<file path="config.mk">
export PLATFORM = sky130hd
export DESIGN_NAME = dino_jump_ctrl
export DESIGN_NICKNAME = d
export VERILOG_FILES = /design/src/rtl/dino_pkg.sv /design/src/rtl/dino_jump_lane.sv /design/src/rtl/dino_jump_ctrl.sv
export SDC_FILE = /design/constraint.sdc
export NUM_CORES = 1
export LEC_CHECK = 0
export ABC_CLOCK_PERIOD_IN_PS = 3800
export CAP_MARGIN = 30
export CORE_UTILIZATION = 55
export CTS_CLUSTER_DIAMETER = 50
export CTS_CLUSTER_SIZE = 14
export DETAILED_ROUTE_END_ITERATION = 8
export PLACE_DENSITY = 0.79
export SYNTH_ARGS = -nofsm -noshare
export SYNTH_HDL_FRONTEND = slang
export SYNTH_SLANG_ARGS = --single-unit
</file>
<file path="constraint.sdc">
create_clock -name clk -period 3.8 [get_ports clk]
set_clock_uncertainty 0.05 [all_clocks]
set_input_delay 0.57 -clock clk [delete_from_list [all_inputs] [get_ports clk]]
set_output_delay 0.57 -clock clk [all_outputs]
set_load 0.01 [all_outputs]
</file>
<file path="src/rtl/dino_pkg.sv">
// Shared types and jump-physics constants for the Dino jump controller.
// The rise/fall profile is symmetric: 124 rows up, then 124 rows back down.
package dino_pkg;

  typedef enum logic {
    IDLE = 1'b0,
    AIR  = 1'b1
  } jump_state_t;

  localparam int JUMP_STEPS = 64;

  localparam logic [6:0] STEP_RISE_MID = 7'd10;
  localparam logic [6:0] STEP_RISE_TOP = 7'd20;
  localparam logic [6:0] STEP_FALL     = 7'd32;
  localparam logic [6:0] STEP_FALL_MID = 7'd44;
  localparam logic [6:0] STEP_FALL_BOT = 7'd54;
  localparam logic [6:0] STEP_END      = 7'(JUMP_STEPS);

  // Negative deltas move the sprite up the screen.
  function automatic logic signed [3:0] jump_delta(input logic [5:0] step);
    logic [6:0] s;
    s = {1'b0, step};
    if (s < STEP_RISE_MID)      return -4'sd6;
    else if (s < STEP_RISE_TOP) return -4'sd4;
    else if (s < STEP_FALL)     return -4'sd2;
    else if (s < STEP_FALL_MID) return 4'sd2;
    else if (s < STEP_FALL_BOT) return 4'sd4;
    else                        return 4'sd6;
  endfunction

endpackage

</file>
<file path="src/rtl/dino_jump_lane.sv">
// One dinosaur lane: IDLE/AIR FSM, step counter, one-deep re-jump buffer,
// Y position and leg-animation phase. All strobes are gated by pause.
module dino_jump_lane
  import dino_pkg::*;
#(
  parameter int             Y_W      = 9,
  parameter logic [Y_W-1:0] GROUND   = '0,
  parameter logic           LEG_INIT = 1'b0
) (
  input  logic           clk,
  input  logic           rst,
  input  logic           tick,
  input  logic           anim_tick,
  input  logic           pause,
  input  logic           jump_req,
  output logic [Y_W-1:0] dino_y,
  output logic           airborne,
  output logic           leg,
  output logic           land
);

  jump_state_t    r_state, w_state_nx;
  logic [5:0]     r_step, w_step_nx;
  logic           r_pending, w_pending_nx;
  logic [Y_W-1:0] r_y, w_y_nx;
  logic           r_leg, w_leg_nx;
  logic           r_land, w_land_nx;

  logic              w_tick, w_anim, w_req, w_last, w_falling;
  logic signed [3:0] w_delta;
  logic [Y_W-1:0]    w_delta_ext;

  assign w_tick      = tick & ~pause;
  assign w_anim      = anim_tick & ~pause;
  assign w_req       = jump_req & ~pause;
  assign w_last      = ({1'b0, r_step} == (STEP_END - 7'd1));
  assign w_falling   = ({1'b0, r_step} >= STEP_FALL);
  assign w_delta     = jump_delta(r_step);
  assign w_delta_ext = {{(Y_W-4){w_delta[3]}}, w_delta};

  always_comb begin
    w_state_nx   = r_state;
    w_step_nx    = r_step;
    w_pending_nx = r_pending;
    w_y_nx       = r_y;
    w_leg_nx     = r_leg;
    w_land_nx    = 1'b0;
    case (r_state)
      IDLE: begin
        // Accepting cycle never moves Y, even with a coincident tick.
        if (w_req) begin
          w_state_nx = AIR;
          w_step_nx  = '0;
        end
        if (w_anim) w_leg_nx = ~r_leg;
      end
      AIR: begin
        if (w_tick && w_last) begin
          w_y_nx    = GROUND;
          w_land_nx = 1'b1;
          w_step_nx = '0;
          // A request on the landing tick counts as a buffered re-jump.
          if (r_pending || w_req) w_pending_nx = 1'b0;
          else                    w_state_nx   = IDLE;
        end else begin
          if (w_tick) begin
            w_y_nx    = r_y + w_delta_ext;
            w_step_nx = r_step + 6'd1;
          end
          if (w_req && w_falling) w_pending_nx = 1'b1;
        end
      end
      default: w_state_nx = IDLE;
    endcase
  end

  always_ff @(posedge clk or negedge rst) begin
    if (!rst) begin
      r_state   <= IDLE;
      r_step    <= '0;
      r_pending <= 1'b0;
      r_y       <= GROUND;
      r_leg     <= LEG_INIT;
      r_land    <= 1'b0;
    end else begin
      r_state   <= w_state_nx;
      r_step    <= w_step_nx;
      r_pending <= w_pending_nx;
      r_y       <= w_y_nx;
      r_leg     <= w_leg_nx;
      r_land    <= w_land_nx;
    end
  end

  assign dino_y   = r_y;
  assign airborne = (r_state == AIR);
  assign leg      = r_leg;
  assign land     = r_land;

endmodule

</file>
<file path="src/rtl/dino_jump_ctrl.sv">
// Multi-lane jump controller: N_CH independent lanes, each resting
// LANE_PITCH rows below the previous one, with packed Y outputs.
module dino_jump_ctrl
  import dino_pkg::*;
#(
  parameter int N_CH       = 2,
  parameter int Y_W        = 9,
  parameter int GROUND_Y   = 146,
  parameter int LANE_PITCH = 240
) (
  input  logic              clk,
  input  logic              rst,
  input  logic              tick,
  input  logic              anim_tick,
  input  logic              pause,
  input  logic [N_CH-1:0]   jump_req,
  output logic [N_CH*Y_W-1:0] dino_y,
  output logic [N_CH-1:0]   airborne,
  output logic [N_CH-1:0]   leg,
  output logic [N_CH-1:0]   land
);

  for (genvar g = 0; g < N_CH; g++) begin : g_lane
    localparam int LANE_GND = GROUND_Y + g * LANE_PITCH;

    // Alternate starting leg phase so neighbouring dinos do not run in sync.
    dino_jump_lane #(
      .Y_W     (Y_W),
      .GROUND  (Y_W'(LANE_GND)),
      .LEG_INIT((g % 2) != 0)
    ) u_lane (
      .clk      (clk),
      .rst      (rst),
      .tick     (tick),
      .anim_tick(anim_tick),
      .pause    (pause),
      .jump_req (jump_req[g]),
      .dino_y   (dino_y[g*Y_W +: Y_W]),
      .airborne (airborne[g]),
      .leg      (leg[g]),
      .land     (land[g])
    );
  end

endmodule

</file>
; ---- Yosys cells after proc, flatten, opt, wreduce, memory -nomap -nowiden
; Cells that the tools add are included.
[word_totals]
register_bits = 38
input_bits = 7
wordCells = 103
[classes]
addsub = 4
order_cmp = 12
n_eq_ne = 8
n_mux = 40
bitwise = 9
n_reduce_logical = 18
[op_table]
columns = cell, count
row1 = "6-bit less-than comparator, second input constant", 6
row2 = 6-bit two-way mux, 6
row3 = 9-bit two-way mux, 4
row4 = 4-bit two-way mux, 8
row5 = 6-bit case mux with 2 select lines, 2
row6 = 9-bit adder, 2
row7 = 1-bit two-way mux, 16
row8 = "6-bit by 1-bit adder with 6-bit output, second input constant", 2
row9 = "6-bit == test, second input constant", 2
row10 = "6-bit >= comparator, second input constant", 2
row11 = "6-bit by 4-bit less-than comparator with 1-bit output, second input constant", 2
row12 = "6-bit by 5-bit less-than comparator with 1-bit output, second input constant", 2
row13 = 2-bit AND reduction, 6
row14 = 2-bit nonzero test, 4
row15 = "3-bit inequality test, second input constant", 2
row16 = 3-bit AND reduction, 2
row17 = 1-bit inverter, 5
row18 = 1-bit AND, 4
row19 = 1-bit logical AND, 4
row20 = 2-bit two-way mux, 2
row21 = "2-bit by 1-bit inequality test with 1-bit output, second input constant", 2
row22 = "2-bit inequality test, second input constant", 2
row23 = 1-bit case mux with 2 select lines, 2
row24 = 1-bit logical OR, 2

; ---- Longest topological paths before layout
; Gate-level depths: netlist (run 1).
[depth]
ltp_word = 9
depth_mapped = 12
ltp_nobuf = 12

; ---- Cells and area by module
; Synthesis (run 1) repeated with hierarchy kept, for this count alone.
[hier_totals]
hier_cells = 251
hier_area_um2 = 2314.7
[modules_own_cells]
columns = module, n_inst, cells_each, area_per_inst_um2, seq_area_each_um2
row1 = dino_jump_lane (g_lane[1].u_lane), 1, 126, 1167.4, 455.4
row2 = dino_jump_lane (g_lane[0].u_lane), 1, 125, 1147.4, 454.2

; ---- Worst setup path after synthesis (run 1)
; Ideal clock, no wire load.
[synth_timing]
path_type = reg-to-reg
startpoint = register g_lane[0].u_lane.r_step[5]
endpoint = register g_lane[0].u_lane.r_y[7]
arrival_time_ns = 2.397
required_ns = 3.659
slack_ns = 1.262
stages_incl_launch_ff = 12
path_buffers = 1
cell_sequence = dfrtp_1 clkbuf_1 inv_1 o21ai_0 a31oi_1 ha_1 fa_1 a211oi_1 o21bai_1 a21oi_1 xor2_1 a31oi_1
[synth_between]
elab_chain_len = 9
word_cells_on_any_way = 17
classes_between = 1 x add/sub / 5 x order compare / 1 x eq/ne / 7 x mux / 3 x reduce/logical
[synth_rtl]
columns = element, line_no
row1 = "start, declared", dino_jump_lane.sv:23  ; logic [5:0] r_step, w_step_nx;
row2 = "start signal, assigned", dino_jump_lane.sv:87  ; r_step <= w_step_nx;
row3 = 6-bit less-than comparator, dino_pkg.sv:27  ; else if (s < STEP_FALL_BOT) return 4'sd4;
row4 = 2-bit two-way mux, dino_pkg.sv:27
row5 = 4-bit two-way mux, dino_pkg.sv:26  ; else if (s < STEP_FALL_MID) return 4'sd2;
row6 = 4-bit two-way mux, dino_pkg.sv:25  ; else if (s < STEP_FALL) return -4'sd2;
row7 = 4-bit two-way mux, dino_pkg.sv:24  ; else if (s < STEP_RISE_TOP) return -4'sd4;
row8 = 4-bit two-way mux, dino_pkg.sv:23  ; if (s < STEP_RISE_MID) return -4'sd6;
row9 = 9-bit adder, dino_jump_lane.sv:67  ; w_y_nx = r_y + w_delta_ext;
row10 = 9-bit two-way mux, dino_jump_lane.sv:66  ; if (w_tick) begin
row11 = 9-bit two-way mux, dino_jump_lane.sv:58  ; if (w_tick && w_last) begin
row12 = "end signal, assigned", dino_jump_lane.sv:89  ; r_y <= w_y_nx;
row13 = "end, declared", dino_jump_lane.sv:25  ; logic [Y_W-1:0] r_y, w_y_nx;
; Parallel ways exist; a longest one is shown, timed or not. The select of a mux whose other input is x is not followed.
; A chain may end at the register's enable or synchronous reset.

; ---- Final worst setup path (run 1)
; Same ends and word-level chain as after synthesis.

==> flow_metrics.py, run 1 <==
metrics = {
    "outcome": {
        "outcome": "complete, no violations",
    },
    "finish": {
        "drive_gt1_frac": 0.07692,
        "fin_util": 0.6652,
        "nFillCells": 367,
        "fin_area_mm2": 0.002738,
        "nNetsFinal": 312,
        "area_delta_synth_final_pct": 12.73,
        "n_antenna_cell": 0,
    },
    "clocking": {
        "clk_pin_slew_ps": 80,
        "holdBufCountCts": 0,
        "cts_tree": "yes",
        "clock_latency_ps": 290,
        "numCtsBuffers": 5,
        "cts_buffer_depth": 2,
        "root_buffer": "clkbuf_8",
        "clock_sinks": 36,
        "cts_max_level": 2,
        "postCtsSetupRepairBufs": 0,
        "cts_resized": 0,
    },
    "setup_path": {
        "endpoint_kind": "flop",
        "cp_common_cell": "a31oi_1",
        "r2r_cells": 10,
        "worst_ep_arrival_time_ps": 2860,
        "crit_fanout": 11,
        "cp_top_family": "compound AO/OA/AOI/OAI gates",
        "worstReg2RegStart": "g_lane[0].u_lane.r_step[5]$_DFFE_PN0P_",
        "required_ps": 3950,
        "max_stage_delay_ps": 490,
        "crit_chain": "inv_1 > o21ai_0 > a31oi_1 > ha_1 > fa_1 > a211oi_1 > o21bai_1 > a21oi_1 > xor2_1 > a31oi_1",
        "reg2reg_to": "g_lane[0].u_lane.dino_y[7]$_DFFE_PN1P_",
        "crit_path_top_delay_cell": "dfrtp_1",
        "worstSetupPathType": "reg -> reg",
        "startpoint_type": "flop",
        "cp_num_buf_inv": 1,
        "r2r_slack_ps": 1100,
    },
    "sta": {
        "worstMarginPinSlew_ps": 789.6,
        "fin_crit_ps": 2705,
        "finalSetupViolCount": 0,
        "fmax_mhz": 369.7,
        "slew_violations": 0,
        "relSlewSlack": 0.4736,
        "holdWs_ps": 303.2,
        "tns_ps": 0,
        "min_period_over_period": 0.7118,
        "rsz0062_at_grt": "no",
        "hold_viol_final": 0,
    },
    "power": {
        "clockPowerShare": 0.183,
        "pwr-share-comb": 0.467,
        "power.leakage_nw": 1.217,
        "netSwitchingPower_uw": 699.1,
        "power.density_mw_per_mm2": 680.0,
        "ir_drop_v": 0.0003662,
        "switching_share": 0.3755,
        "p_seq_frac": 0.349,
        "p_int_mw": 1.163,
    },
    "synthesis": {
        "synth-main-ff-cell": "dfrtp_1",
        "synth_area_mm2": 0.002429,
        "yosys.area.top_type": "dfrtp_1",
        "synth_top_cell_area_share": 0.2988,
        "postSynthCellCount": 269,
        "ys_async_sr_fraction": 1.000,
        "ys_seq_area_frac": 0.3745,
        "synth_cell_types": 47,
        "synth_warnings": 0,
        "synth_edf_count": 0,
        "synthTopCellsByArea": "dfrtp_1 (30%), ha_1 (9.3%), dfstp_2 (7.6%)",
        "avgSynthCellArea_um2": 9.028,
        "ys_ff_latch": 36,
    },
    "global_route": {
        "antenna_found_initial": 0,
        "grt_usage": 0.2304,
        "grt.overflow.total": 0,
        "grt_pass1_vias": 1836,
        "grt_max_degree": 37,
        "grt_pass1_wl_mm": 7.845,
    },
    "floorplan": {
        "ioPinCount": 31,
        "fp-row-count": 23,
        "die_h_um": 68.45,
        "initial_core_util": 0.5901,
        "coreArea_mm2": 0.004115,
        "die-width_um": 68.45,
        "die_area_mm2": 0.004685,
    },
    "run": {
        "drv_cap": 0,
    },
    "detailed_routing": {
        "viasPerCell": 5.801,
        "postRouteAntennaNets": 0,
        "drt_wl_total_mm": 4.740,
        "drt_iter0_drc": 145,
        "drc": 0,
        "dr_total_vias": 1949,
        "firstDrtPassIters": 4,
        "drt-wirelength-per-cell_um": 14.11,
    },
    "place": {
        "place_area_mm2": 0.002626,
        "io_buffers": 28,
        "gp_congestion": 0.8426,
        "dp_hpwl_mm": 3.359,
    },
    "hold_path": {
        "hold_class": "in -> async",
    },
}
[stage by stage]
step                      power [mW]  setup slack [ps]  instances
after floorplan                1.251              1262        270
after global placement         1.508              1216        328
after detailed placement       1.520              1111        328
after CTS                      1.877              1097        336
after global routing           2.020             854.7        336
final                          1.862              1095        336
[how the worst max path moves through the flow]
stage	start	endpoint	slack, ps	cells past startpoint
2_1_floorplan	g_lane[0].u_lane.r_step[5]$_DFFE_PN0P_	g_lane[0].u_lane.dino_y[7]$_DFFE_PN1P_	1260	11
3_3_place_gp	g_lane[0].u_lane.r_step[5]$_DFFE_PN0P_	g_lane[0].u_lane.dino_y[7]$_DFFE_PN1P_	1220	10
3_5_place_dp	g_lane[0].u_lane.r_step[5]$_DFFE_PN0P_	g_lane[0].u_lane.dino_y[7]$_DFFE_PN1P_	1110	10
4_1_cts	g_lane[0].u_lane.r_step[5]$_DFFE_PN0P_	g_lane[0].u_lane.dino_y[7]$_DFFE_PN1P_	1100	10
5_1_grt	g_lane[0].u_lane.r_step[5]$_DFFE_PN0P_	g_lane[0].u_lane.dino_y[7]$_DFFE_PN1P_	850	10
6_report	g_lane[0].u_lane.r_step[5]$_DFFE_PN0P_	g_lane[0].u_lane.dino_y[7]$_DFFE_PN1P_	1100	10
[cells by family (layout without fill, tap and decap cells)]
logic type	count (synthesis)	in the layout	share of synthesized area
mux	2	2	0.008758
xor+xnor	11	11	0.03967
fa+ha+maj	20	20	0.1092
flops	36	36	0.3746
buf+inv	30	46	0.07470
other cells	1	2	0.001544
simple gates	92	92	0.1793
compound gates	77	77	0.2123
[layout by cell type, fill, tap and decap left out, drive strengths merged, types with 6 or more instances in the layout]
cell type	Yosys	final
dfstp	7	7
inv	10	10
a31oi	7	7
a21oi	6	6
a211oi	7	7
o21ai	29	29
dfrtp	29	29
nand3	7	7
and3	9	9
clkdlybuf4s50	0	27
o31ai	6	6
nand2	30	30
nor2	25	25
ha	18	18
xor2	8	8
[power groups by stage]
stage / combinational (mW) / clock [mW] / sequential (mW)
floorplan: 0.592 / 0 / 0.659
global placement: 0.852 / 0 / 0.655
detailed placement: 0.864 / 0 / 0.656
CTS: 0.875 / 0.352 / 0.650
global route: 0.984 / 0.363 / 0.674
finish: 0.870 / 0.341 / 0.650
[worst register-to-register path: cells and delay by family, from the launching register on]
family	cells	cell delay, ps
XOR/XNOR	1	170
adder cells (fa/ha/maj)	2	670
AO/OA/AOI/OAI	6	1010
buffers and inverters	1	240
flip-flops	1	490
[final cells by class]
type / count / area, um^2 / share of cell area
Clock inverter: 3 / 42.54 / 0.01554
Inverter: 10 / 37.54 / 0.01371
Timing Repair Buffer: 28 / 275.3 / 0.1005
Sequential cell: 36 / 909.6 / 0.3323
Clock buffer: 5 / 68.82 / 0.02514
Tap cell: 50 / 62.56 / 0.02285
Multi-Input combinational cell: 204 / 1341 / 0.4899
[sequential cells by signal (all words and copies together), names as in the netlist]
signal	count
g_lane.u_lane.land	2
g_lane.u_lane.airborne	2
g_lane.u_lane.r_pending	2
g_lane.u_lane.dino_y	16
g_lane.u_lane.r_step	12
g_lane.u_lane.leg	2
[synth_stat cells, drive strengths merged (3+ instances only)]
cell	number
a211oi	7
inv	10
o21bai	4
a21oi	6
o31ai	6
and3	9
o21ai	29
nor3	3
ha	18
xor2	8
nand2b	5
a21o	5
and2	3
clkbuf	5
nand3	7
nand4	4
xnor2	3
dfstp	7
a31oi	7
buf	15
nand2	30
a22o	3
dfrtp	29
nor2	25
[routing by layer]
layer	vias up	GRT usage	routed length (um)
li1	984	-	-
met1	908	0.2784	2126
met2	49	0.3848	2303
met3	8	0.05833	240
met4	0	0.09896	70
met5	-	0	0
Note: power is estimated with default switching activity, not from simulation.
==> run 2, diff against run 1 <==
--- a/config.mk
+++ b/config.mk
@@ -5,13 +5,13 @@
 export SDC_FILE = /design/constraint.sdc
 export NUM_CORES = 1
 export LEC_CHECK = 0
-export ABC_CLOCK_PERIOD_IN_PS = 3800
+export ABC_CLOCK_PERIOD_IN_PS = 2300
 export CAP_MARGIN = 30
-export CORE_UTILIZATION = 55
+export CORE_UTILIZATION = 50
 export CTS_CLUSTER_DIAMETER = 50
 export CTS_CLUSTER_SIZE = 14
 export DETAILED_ROUTE_END_ITERATION = 8
-export PLACE_DENSITY = 0.79
+export PLACE_DENSITY = 0.76
 export SYNTH_ARGS = -nofsm -noshare
 export SYNTH_HDL_FRONTEND = slang
 export SYNTH_SLANG_ARGS = --single-unit
==> constraint.sdc (replaced) <==
create_clock -name clk -period 2.3 [get_ports clk]
set_clock_uncertainty 0.05 [all_clocks]
set_input_delay 0.345 -clock clk [delete_from_list [all_inputs] [get_ports clk]]
set_output_delay 0.345 -clock clk [all_outputs]
set_load 0.01 [all_outputs]
==> run 2 against run 1 <==
Net effect: the run now ends with setup timing left; cell area grew 12%; routed wire length increased by 21%; non-clock buffer count increased by 30; via count rose by 9.5%; core utilization increased by 1.3 points; sequential share of layout area is 3.4 points lower; combinational power increased by 130%; final cell count is 9.5% higher; first-iteration DRC count is 5.5% higher.
==> flow_metrics.py, run 2 (same netlist as run 1, synthesis figures left out) <==
metrics = {
    "outcome": {
        "violations": "setup timing",
        "outcome": "finished with violations",
    },
    "clocking": {
        "cts_tree": "yes",
        "cts_buffer_depth": 2,
        "clock_latency_ps": 300,
        "holdBufCountCts": 0,
        "cts_max_level": 2,
        "clock_sinks": 36,
        "clk_pin_slew_ps": 80,
        "numCtsBuffers": 5,
        "root_buffer": "clkbuf_8",
    },
    "detailed_routing": {
        "drt-wirelength-per-cell_um": 15.59,
        "drc": 0,
        "dr_total_vias": 2135,
        "viasPerCell": 5.802,
        "drt_iter0_drc": 153,
        "drt_wl_total_mm": 5.737,
        "postRouteAntennaNets": 0,
        "firstDrtPassIters": 4,
    },
    "sta": {
        "rsz0062_at_grt": "yes",
        "relSlewSlack": 0.4702,
        "fmax_mhz": 418.6,
        "fin_crit_ps": 2389,
        "hold_viol_final": 0,
        "finalSetupViolCount": 2,
        "fin_ws_ps": -88.91,
        "slew_violations": 0,
        "min_period_over_period": 1.039,
        "worstMarginPinSlew_ps": 794.6,
    },
    "power": {
        "power_mw": 3.574,
        "ir_drop_v": 0.0006175,
        "power.density_mw_per_mm2": 1170,
        "power.leakage_nw": 1.376,
    },
    "setup_path": {
        "cp_top_family": "compound AO/OA/AOI/OAI gates",
        "endpoint_kind": "flop",
        "crit_path_top_delay_cell": "fa_2",
        "worst_ep_arrival_time_ps": 2560,
        "cp_common_cell": "a31oi_1",
        "crit_chain": "inv_1 > nor2_2 > o21ai_2 > nor2_1 > a31oi_1 > ha_2 > fa_2 > a211oi_2 > o21bai_1 > a21oi_1 > xor2_1 > a31oi_1",
        "startpoint_type": "flop",
        "crit_fanout": 3,
        "worstSetupPathType": "reg -> reg",
        "required_ps": 2470,
        "max_stage_delay_ps": 380,
        "cp_num_buf_inv": 1,
    },
    "floorplan": {
        "initial_core_util": 0.5392,
        "die_h_um": 71.70,
        "coreArea_mm2": 0.004504,
        "ioPinCount": 31,
        "fp-row-count": 24,
        "die_area_mm2": 0.005140,
        "die-width_um": 71.70,
    },
    "finish": {
        "n_antenna_cell": 0,
        "area_delta_synth_final_pct": 25.76,
        "fin_cells": 368,
        "nNetsFinal": 342,
        "largest_register_ff_count": 16,
        "mostFrequentLayoutCells": "nand2_1 (30), buf_4 (30), dfrtp_1 (29)",
        "drive_gt1_frac": 0.2310,
    },
    "place": {
        "gp_congestion": 0.8289,
        "dp_hpwl_mm": 3.797,
        "io_buffers": 28,
        "pre_cts_slack_ps": -123.5,
        "dpl.cell_count": 351,
    },
    "hold_path": {
        "hold_class": "in -> async",
    },
    "global_route": {
        "antenna_found_initial": 0,
        "grt.overflow.total": 0,
        "grt_pass1_vias": 2087,
        "grt_max_degree": 37,
        "grt_usage": 0.2310,
        "grt_pass1_wl_mm": 9.239,
    },
    "run": {
        "drv_cap": 0,
    },
}
==> run 2: cell count changes in the layout (fill, tap and decap cells not counted), moves of 4 or more <==
cell / previous run / this run
a211oi_1: 7 / 1
nor2_1: 25 / 21
o21ai_0: 29 / 24
nor2_2: 0 / 4
buf_4: 0 / 30
a211oi_2: 0 / 5
==> run 2: stage by stage <==
| stage | setup TNS (ps) | utilization | hold WS, ps | cell area [um^2] |
|---|---|---|---|---|
| floorplan | 0 | - | -0.5911 | 2441 |
| global placement | 0 | 0.6203 | 402.7 | 2794 |
| detailed placement | -313.7 | 0.6203 | 407.2 | 2794 |
| CTS | -15.21 | 0.6522 | 104.0 | 2938 |
| global route | -688.6 | 0.6781 | 153.7 | 3054 |
| finish | -115.3 | 0.6781 | 78.09 | 3054 |
==> run 2: worst paths after layout <==
check                      slack [ps]                                     end  cells after the start                                    from
setup reg to reg                  -90  g_lane[1].u_lane.dino_y[7]$_DFFE_PN1P_                     12  g_lane[1].u_lane.r_step[1]$_DFFE_PN0P_
setup / recovery                  -90  g_lane[1].u_lane.dino_y[7]$_DFFE_PN1P_                     12  g_lane[1].u_lane.r_step[1]$_DFFE_PN0P_
hold / removal                     80  g_lane[1].u_lane.dino_y[2]$_DFFE_PN0P_                      1                                     rst
hold reg to reg                   420  g_lane[0].u_lane.dino_y[1]$_DFFE_PN1P_                      2  g_lane[0].u_lane.dino_y[1]$_DFFE_PN1P_
min in group clk                  420  g_lane[0].u_lane.dino_y[1]$_DFFE_PN1P_                      2  g_lane[0].u_lane.dino_y[1]$_DFFE_PN1P_
max in group asynchronous        1620  g_lane[0].u_lane.dino_y[2]$_DFFE_PN0P_                      1                                     rst
==> run 2: cell type report <==
cell class,count,area (um^2)
Clock buffer,8,100.1
Fill cell,364,1450
Inverter,10,37.54
Multi-Input combinational cell,204,1441
Sequential cell,36,909.6
Tap cell,52,65.06
Timing Repair Buffer,58,500.5
==> run 2: per-layer routing <==
metal | GRT usage | vias up | share of wire
li1 | - | 1045 | -
met1 | 0.2884 | 1035 | 0.44
met2 | 0.4057 | 45 | 0.52
met3 | 0.03938 | 10 | 0.029
met4 | 0.07625 | 0 | 0.015
met5 | 0 | - | 0
==> run 2: repair_timing <==
| item | CTS | global route |
|---|---|---|
| setup endpoints to repair | 4 | 8 |
| pin swaps | 8 | 28 |
| resized for setup | 10 | 16 |
| setup buffers | 3 | 7 |
==> run 2: power breakdown <==
part	switching, mW	leakage (nW)	internal [mW]
Sequential	0.201	0.426	0.867
Combinational	0.915	0.898	1.07
Clock	0.246	0.0515	0.274
Total	1.36	1.38	2.21
==> run 3, diff against run 2 <==
==> constraint.sdc (replaced) <==
create_clock -name clk -period 2.3 [get_ports clk]
set_clock_uncertainty 0.05 [all_clocks]
set_input_delay 0.46 -clock clk [delete_from_list [all_inputs] [get_ports clk]]
set_output_delay 0.46 -clock clk [all_outputs]
set_load 0.01 [all_outputs]
==> run 3 against run 2 <==
Net effect: the flow still finishes with violations (setup timing); flip-flop and latch count did not move; worst setup slack better by 51 ps; clock-buffer cell count fell by 2; cell area shrank 3.2%; clock power shrank 8.1%; die area did not move; core utilization fell by 2.2 points; routed wire length decreased by 6.2%; largest cell class unchanged.
==> flow_metrics.py, run 3 (same netlist as run 1, synthesis figures left out) <==
metrics = {
    "outcome": {
        "outcome": "finished with violations",
        "violations": "setup timing",
    },
    "sta": {
        "fin_crit_ps": 2338,
        "slew_violations": 0,
        "worstMarginPinSlew_ps": 810.0,
        "fin_ws_ps": -37.76,
        "finalSetupViolCount": 1,
        "relSlewSlack": 0.4600,
        "min_period_over_period": 1.016,
        "hold_viol_final": 0,
        "holdWs_ps": 202.9,
        "rsz0062_at_grt": "yes",
        "fmax_mhz": 427.8,
    },
    "setup_path": {
        "endpoint": "g_lane[0].u_lane.dino_y[7]$_DFFE_PN1P_",
        "r2r_slack_ps": -40,
        "crit_path_start": "g_lane[0].u_lane.r_step[5]$_DFFE_PN0P_",
        "worstReg2RegStart": "g_lane[0].u_lane.r_step[5]$_DFFE_PN0P_",
        "worstSetupPathType": "reg -> reg",
        "r2r_cells": 11,
        "reg2reg_to": "g_lane[0].u_lane.dino_y[7]$_DFFE_PN1P_",
        "worst_ep_arrival_time_ps": 2490,
        "startpoint_type": "flop",
        "endpoint_kind": "flop",
        "required_ps": 2450,
        "crit_fanout": 3,
    },
    "global_route": {
        "grt_pass1_wl_mm": 9.170,
        "grt.overflow.total": 0,
        "grt_pass1_vias": 2046,
        "grt_max_degree": 37,
        "grt_usage": 0.2268,
        "antenna_found_initial": 0,
    },
    "floorplan": {
        "die_area_mm2": 0.005140,
        "initial_core_util": 0.5392,
        "fp-row-count": 24,
        "die-width_um": 71.70,
        "die_h_um": 71.70,
        "ioPinCount": 31,
        "coreArea_mm2": 0.004504,
    },
    "clocking": {
        "clk_pin_slew_ps": 80,
        "root_buffer": "clkbuf_8",
        "numCtsBuffers": 5,
        "cts_tree": "yes",
        "cts_buffer_depth": 2,
        "clock_sinks": 36,
        "cts_max_level": 2,
        "clock_latency_ps": 290,
    },
    "finish": {
        "layout_commonest_cell": "nand2_1",
        "area_delta_synth_final_pct": 21.74,
        "fin_cells": 362,
        "drive_gt1_frac": 0.1968,
        "nNetsFinal": 336,
        "n_antenna_cell": 0,
        "fin_util": 0.6564,
        "largest_register_ff_count": 16,
        "mostFrequentLayoutCells": "nand2_1 (30), dfrtp_1 (29), clkdlybuf4s50_1 (27)",
    },
    "place": {
        "io_buffers": 28,
        "dpl.cell_count": 353,
        "gp_congestion": 0.8216,
        "dp_hpwl_mm": 3.771,
        "pre_cts_slack_ps": -63.68,
    },
    "detailed_routing": {
        "drt_iter0_drc": 80,
        "wl_met3_um": 198,
        "firstDrtPassIters": 4,
        "wl_met2_mm": 2.732,
        "postRouteAntennaNets": 0,
        "drc": 0,
        "drt_wl_total_mm": 5.381,
        "met1_length_mm": 2.377,
        "routed.top_layer": "met4",
        "dr_total_vias": 2109,
        "drt-wirelength-per-cell_um": 14.86,
        "viasPerCell": 5.826,
    },
    "power": {
        "ir_drop_v": 0.0005826,
        "power.density_mw_per_mm2": 1118,
        "power.leakage_nw": 1.329,
    },
    "run": {
        "drv_cap": 0,
    },
    "hold_path": {
        "hold_class": "in -> async",
    },
}
-- run 3: cell types whose count changed in the layout (fill, tap and decap cells not counted), moves of 2 or more --
cell / previous run / this run
buf_4: 30 / 24
a211oi_1: 1 / 3
clkinv_2: 0 / 2
nor2_1: 21 / 23
nor2_2: 4 / 2
o41ai_1: 0 / 2
o41ai_2: 2 / 0
-- run 3: where the power goes --
| group | internal (mW) | switching [mW] |
|---|---|---|
| clock network | 0.239 | 0.239 |
| logic | 0.937 | 0.818 |
| registers | 0.868 | 0.203 |
-- run 3: how the worst min path moves through the flow --
| stage | startpoint | endpoint | slack, ps | cells after the start |
|---|---|---|---|---|
| finish | rst | g_lane[1].u_lane.r_step[4]$_DFFE_PN0P_ | 200 | 1 |
| global placement | g_lane[0].u_lane.dino_y[1]$_DFFE_PN1P_ | g_lane[0].u_lane.dino_y[1]$_DFFE_PN1P_ | 400 | 2 |
| floorplan | rst | g_lane[0].u_lane.airborne$_DFF_PN0_ | 110 | 0 |
| CTS | rst | g_lane[1].u_lane.r_step[4]$_DFFE_PN0P_ | 230 | 1 |
| global route | rst | g_lane[1].u_lane.r_step[4]$_DFFE_PN0P_ | 270 | 1 |
| detailed placement | g_lane[0].u_lane.dino_y[1]$_DFFE_PN1P_ | g_lane[0].u_lane.dino_y[1]$_DFFE_PN1P_ | 410 | 2 |
-- run 3: repair_timing --
action / 4_1_cts / 5_1_grt
endpoints found under the setup margin: 4 / 7
setup buffers: 0 / 1
pin swaps: 3 / 8
cloned: 0 / 0
resized for setup: 7 / 9
hold buffers: 0 / 0
-- run 3: worst max-delay path, cell delays in order, from the launching register on --
cell and delay [ps]:
dfrtp_1 430, nor2_2 130, o21ai_2 70, nor2_1 110
a31oi_1 60, ha_2 200, fa_2 350, a211oi_2 250
o21bai_1 110, a21oi_1 210, xor2_1 180, a31oi_1 100
-- run 3: layout make-up --
cell class | instances | area [um^2]
repair buffers | 52 | 455.4
multi-input cells | 204 | 1396
well taps | 52 | 65.06
flip-flops and latches | 36 | 909.6
clock buffers | 6 | 82.58
inverters | 10 | 37.54
clock inverters | 2 | 10.01
fillers | 373 | 1548
-- run 3: layer usage --
metal,up-vias,track usage
met5,-,0
met4,0,0.09586
met3,9,0.03938
met2,51,0.3931
met1,1015,0.2784
li1,1034,-
-- run 3: stage by stage --
| step | setup TNS [ps] | power (mW) | area (um^2) |
|---|---|---|---|
| 2_1_floorplan | 0 | 2.079 | 2441 |
| 3_3_place_gp | 0 | 2.658 | 2809 |
| 3_5_place_dp | -157.9 | 2.698 | 2809 |
| 4_1_cts | 0 | 3.239 | 2917 |
| 5_1_grt | -401.0 | 3.560 | 2957 |
| 6_report | -37.76 | 3.304 | 2957 |
